--- src/rtl/value_change_logger.sv ---
// Samples a data bus and an integer bus each enabled clock and queues every value change
// as a {timestamp, channel, value} entry, drained through a first-word fall-through port.
module value_change_logger #(
  parameter int DATA_W = 4,
  parameter int INT_W  = 32,
  parameter int TS_W   = 16,
  parameter int DEPTH  = 8
) (
  input  logic                       clk,
  input  logic                       rst,
  input  logic                       en,
  input  logic [DATA_W-1:0]          data_in,
  input  logic [INT_W-1:0]           ival_in,
  output logic                       out_valid,
  input  logic                       out_ready,
  output logic [TS_W-1:0]            out_ts,
  output logic                       out_chan,
  output logic [INT_W-1:0]           out_value,
  output logic [$clog2(DEPTH):0]     count,
  output logic                       overflow,
  input  logic                       clr_ovf
);

  localparam int AW = $clog2(DEPTH);
  localparam int CW = AW + 1;
  localparam logic [CW-1:0] DEPTH_C = CW'(DEPTH);

  localparam logic [0:0] UNPRIMED = 1'b0;
  localparam logic [0:0] RUN      = 1'b1;

  logic [0:0]        state;
  logic [TS_W-1:0]   ts;
  logic [DATA_W-1:0] prev_data;
  logic [INT_W-1:0]  prev_ival;
  logic [AW-1:0]     wr_ptr;
  logic [AW-1:0]     rd_ptr;

  logic [TS_W-1:0]   mem_ts    [DEPTH];
  logic              mem_chan  [DEPTH];
  logic [INT_W-1:0]  mem_value [DEPTH];

  logic              ev0, ev1, wr0, wr1, drop, pop;
  logic [CW-1:0]     space;
  logic [CW-1:0]     pushes;
  logic [INT_W-1:0]  data_ext;

  // Event detection and in-order admission against the space left after this edge's pop.
  always_comb begin
    data_ext = INT_W'(data_in);
    ev0      = en && ((state == UNPRIMED) || (data_in != prev_data));
    ev1      = en && ((state == UNPRIMED) || (ival_in != prev_ival));
    pop      = (count != '0) && out_ready;
    space    = DEPTH_C - count + CW'(pop);
    wr0      = ev0 && (space != '0);
    wr1      = ev1 && (space > CW'(wr0));
    drop     = (ev0 && !wr0) || (ev1 && !wr1);
    pushes   = CW'(wr0) + CW'(wr1);
  end

  always_ff @(posedge clk) begin
    if (rst) begin
      state     <= UNPRIMED;
      ts        <= '0;
      prev_data <= '0;
      prev_ival <= '0;
      wr_ptr    <= '0;
      rd_ptr    <= '0;
      count     <= '0;
      overflow  <= 1'b0;
    end else begin
      if (en) begin
        state     <= RUN;
        ts        <= ts + TS_W'(1);
        prev_data <= data_in;
        prev_ival <= ival_in;
      end
      wr_ptr <= wr_ptr + AW'(pushes);
      rd_ptr <= rd_ptr + AW'(pop);
      count  <= count + pushes - CW'(pop);
      if (drop)
        overflow <= 1'b1;
      else if (clr_ovf)
        overflow <= 1'b0;
    end
  end

  // Storage is not reset; a full FIFO popping this edge may overwrite the slot being read.
  always_ff @(posedge clk) begin
    if (!rst) begin
      if (wr0 || wr1) begin
        mem_ts[wr_ptr]    <= ts;
        mem_chan[wr_ptr]  <= !wr0;
        mem_value[wr_ptr] <= wr0 ? data_ext : ival_in;
      end
      if (wr0 && wr1) begin
        mem_ts[wr_ptr + AW'(1)]    <= ts;
        mem_chan[wr_ptr + AW'(1)]  <= 1'b1;
        mem_value[wr_ptr + AW'(1)] <= ival_in;
      end
    end
  end

  always_comb begin
    out_valid = (count != '0);
    out_ts    = out_valid ? mem_ts[rd_ptr]    : '0;
    out_chan  = out_valid ? mem_chan[rd_ptr]  : 1'b0;
    out_value = out_valid ? mem_value[rd_ptr] : '0;
  end

endmodule

--- config.mk ---
export PLATFORM = sky130hd
export DESIGN_NAME = value_change_logger
export DESIGN_NICKNAME = d
export VERILOG_FILES = /design/src/rtl/value_change_logger.sv
export SDC_FILE = /design/constraint.sdc
export NUM_CORES = 1
export LEC_CHECK = 0
export BUFFER_PORTS_ARGS = -buffer_cell sky130_fd_sc_hd__buf_4
export CAP_MARGIN = 20
export CELL_PAD_IN_SITES_DETAIL_PLACEMENT = 1
export CELL_PAD_IN_SITES_GLOBAL_PLACEMENT = 1
export CORE_ASPECT_RATIO = 0.6
export CORE_UTILIZATION = 52
export CTS_CLUSTER_DIAMETER = 200
export DETAILED_ROUTE_END_ITERATION = 12
export PLACE_DENSITY = 0.86
export SLEW_MARGIN = 0
export SYNTH_ARGS = -nofsm -noshare
export SYNTH_HDL_FRONTEND = slang
export SYNTH_SLANG_ARGS = --single-unit
export TNS_END_PERCENT = 30
--- constraint.sdc ---
create_clock -name clk -period 6.4 [get_ports clk]
set_clock_uncertainty 0.2 [all_clocks]
set_input_delay 1.6 -clock clk [delete_from_list [all_inputs] [get_ports clk]]
set_output_delay 1.6 -clock clk [all_outputs]
set_load 0.01 [all_outputs]
==> insert_results.sql <==
INSERT INTO impl_metrics (metric_group, metric, value, unit) VALUES
('sta', 'layout_min_cycle_time', '5.562', 'ns'),
('floorplan', 'fp.dieArea', '39730', 'sq um'),
('setup_path', 'worst_path_largest_cell_delay', '0.74', 'ns'),
('layout', 'design.final.nets', '1455', ''),
('setup_path', 'worstSetupPathType', 'flop to flop', ''),
('floorplan', 'starting_density_of_the_core', '53.27', '%'),
('synthesis', 'synth.top_cells.by_area', 'edfxtp_1 (57%), mux4_2 (11%), nor2b_1 (7.2%)', ''),
('sta', 'setup-violations-final', '0', ''),
('routing', 'drt-vias-per-instance', '6.003', ''),
('setup_path', 'rrSetupSlack', '0.84', 'ns'),
('floorplan', 'floorplan.core_area', '37990', 'sq um'),
('cts', 'htree_num_levels', '2', ''),
('setup_path', 'endpoint_kind', 'flop', ''),
('sta', 'rsz_0062_raised_after_global_routing', 'false', ''),
('sta', 'timing_worst_slew_pin_value', '0.8591', 'ns'),
('synthesis', 'postSynthRegisterBits', '456', ''),
('synthesis', 'synth_commonest_cells', 'edfxtp_1 (384), nor2b_1 (232), nor2_1 (114)', ''),
('cts', 'clockBufferDepth', '3', ''),
('setup_path', 'required_worst_endpoint', '6.51', 'ns'),
('layout', 'layout.area.seq', '12980', 'sq um'),
('synthesis', 'yosysTopAreaCell', 'edfxtp_1', ''),
('placement', 'numPortBuffers', '95', ''),
('sta', 'hold_viol', '0', ''),
('layout', 'fillers', '3474', ''),
('global_route', 'antenna_found_initial', '2', ''),
('global_route', 'wire_length_of_the_first_global_routing_pass', '80120', 'um'),
('global_route', 'first_global_vias', '12580', ''),
('setup_path', 'worst_r2r_path_depth', '20', ''),
('global_route', 'gr-usage-all-layers', '27.27', '%'),
('setup_path', 'cp_slowest_cell', 'nor3b_4', ''),
('cts', 'post_cts_resize_count', '0', ''),
('setup_path', 'critPathMaxFanout', '18', ''),
('synthesis', 'synth_cell_type_count', '41', ''),
('synthesis', 'synth_top_area_share', '56.98', '%'),
('setup_path', 'reg2reg_from', 'count[2]', ''),
('sta', 'clock.fmax', '0.1798', 'GHz'),
('sta', 'timing.setup.tns', '0', 'ns'),
('routing', 'dr.first_iter.drc_count', '1000', ''),
('cts', 'cts_root_buf', 'clkbuf_16', ''),
('setup_path', 'timing.critical_path.from', 'count[2]', ''),
('placement', 'dpl.hpwl', '32850', 'um'),
('synthesis', 'synthMostInstantiatedCell', 'edfxtp_1', ''),
('setup_path', 'timing.critical_path.arrival', '5.67', 'ns'),
('cts', 'clk_pin_slew', '0.08', 'ns'),
('layout', 'multi_input_comb_area', '6843', 'sq um'),
('setup_path', 'cp_num_cells', '20', ''),
('setup_path', 'critical_path.endpoint', 'mem_value[0][1]', ''),
('synthesis', 'synth-edff-count', '384', ''),
('cts', 'cts_hold_repair.buffers', '0', ''),
('flow_run', 'drv_cap', '0', ''),
('synthesis', 'syn_inst', '1335', ''),
('setup_path', 'startpoint_type', 'flop', ''),
('synthesis', 'synth_area', '20240', 'sq um'),
('routing', 'detail_route.first_pass.iterations', '5', ''),
('global_route', 'grt_start_max_net_pins', '92', ''),
('sta', 'hold_ws', '0.2998', 'ns'),
('min_path', 'worstHoldStart', 'mem_chan[6]', ''),
('power_and_ir_drop', 'design_power_total', '9.355', 'mW'),
('synthesis', 'syn_nets', '1393', ''),
('layout', 'finalNonFillerCells', '1944', ''),
('placement', 'place.detailed.instances', '1865', ''),
('global_route', 'gr-total-overflow', '0', ''),
('outcome', 'outcome', 'finished, final reports clean', ''),
('cts', 'clk-insertion-delay-late', '0.56', 'ns'),
('floorplan', 'die_w', '256.7', 'um'),
('layout', 'synthToLayoutAreaGrowth', '13.29', '%'),
('synthesis', 'post_synth.cell_area_avg', '15.16', 'sq um'),
('power_and_ir_drop', 'vdd.ir_drop.worst', '0.2645', 'mV'),
('synthesis', 'synth-main-ff-cell', 'edfxtp_1', ''),
('floorplan', 'placement_rows', '55', ''),
('setup_path', 'crit_path_cell_trace', 'inv_1, ha_1, and2_2, inv_1, nand2_1, ha_1, inv_1, ha_1, nor2b_1, a31oi_1, nor3_1, o21ai_0, and3_1, ha_1, inv_1, nor3b_1, nand2_1, nor3b_4, buf_4, mux2_2', '');
## layout make-up
| cell class | instances | share of cell area, % |
|---|---|---|
| inverter | 18 | 0.2947 |
| sequential | 456 | 56.63 |
| tap | 513 | 2.800 |
| multi-input combinational | 754 | 29.85 |
| clock buffer | 59 | 5.185 |
| clock inverter | 20 | 0.8186 |
| timing repair buffer | 124 | 4.421 |
## layer usage
metal  GRT usage [%]  routed length (um)  vias up
met1           39.23               23910     6157
met3           4.966                3215       90
li1                -                   -     5004
met5               0                  23        -
met4           6.718                 985        4
met2           43.37               25290      415
## cells in the final DEF, fill, tap and decap left out, drive strengths merged, types with 18 or more instances in the layout
| master | netlist | final |
|---|---|---|
| edfxtp | 384 | 384 |
| nor2b | 232 | 232 |
| buf | 27 | 124 |
| nor2 | 114 | 114 |
| mux4 | 98 | 98 |
| mux2i | 86 | 86 |
| dfxtp | 72 | 72 |
| clkbuf | 80 | 59 |
| xor2 | 40 | 40 |
| nand2 | 34 | 34 |
| mux2 | 32 | 32 |
| inv | 18 | 18 |
## tightest hold or removal path, cell delays in order (launching register included)
cell and delay (ns):
dfxtp_1 0.32, nand2_1 0.05, o211ai_1 0.07
## worst min-delay path by stage
stage / end / slack, ns / cells past startpoint
6_report: mem_chan[6] / 0.30 / 2
4_1_cts: mem_chan[6] / 0.30 / 2
5_1_grt: mem_chan[4] / 0.33 / 2
3_5_place_dp: mem_chan[0] / 0.29 / 2
3_3_place_gp: mem_chan[1] / 0.27 / 2
2_1_floorplan: mem_chan[1] / 0.25 / 2
## state kept, by name (all words and copies together), names as in the netlist, 3 cells and up
| signal | count |
|---|---|
| prev_ival | 32 |
| prev_data | 4 |
| mem_ts | 128 |
| count | 4 |
| ts | 16 |
| mem_value | 256 |
| wr_ptr | 3 |
| mem_chan | 8 |
| rd_ptr | 3 |
## metrics by stage
stage / setup slack (ns) / cell area (sq um) / utilization (%)
floorplan: 0.9383 / 20240 / -
finish: 0.8383 / 22930 / 60.35
global route: 0.5379 / 22930 / 60.35
CTS: 0.8819 / 22930 / 60.35
global placement: 0.4080 / 21530 / 56.69
detailed placement: 0.3842 / 21550 / 56.73
## kinds of logic after synthesis
kind of cell	Yosys count	share of synthesized area, %
compound gates	21	0.8348
xor+xnor	55	2.381
fa+ha+maj	17	1.125
buf+inv	125	2.430
flops	456	64.11
mux	216	16.94
simple gates	445	12.18
## where the power goes
part	total (mW)	leakage [nW]	switching (mW)	internal, mW
registers	3.85	4.21	0.171	3.68
logic	2.94	3.02	1.69	1.25
clock network	2.56	0.657	1.13	1.43
(Power assumes the default switching activity.)
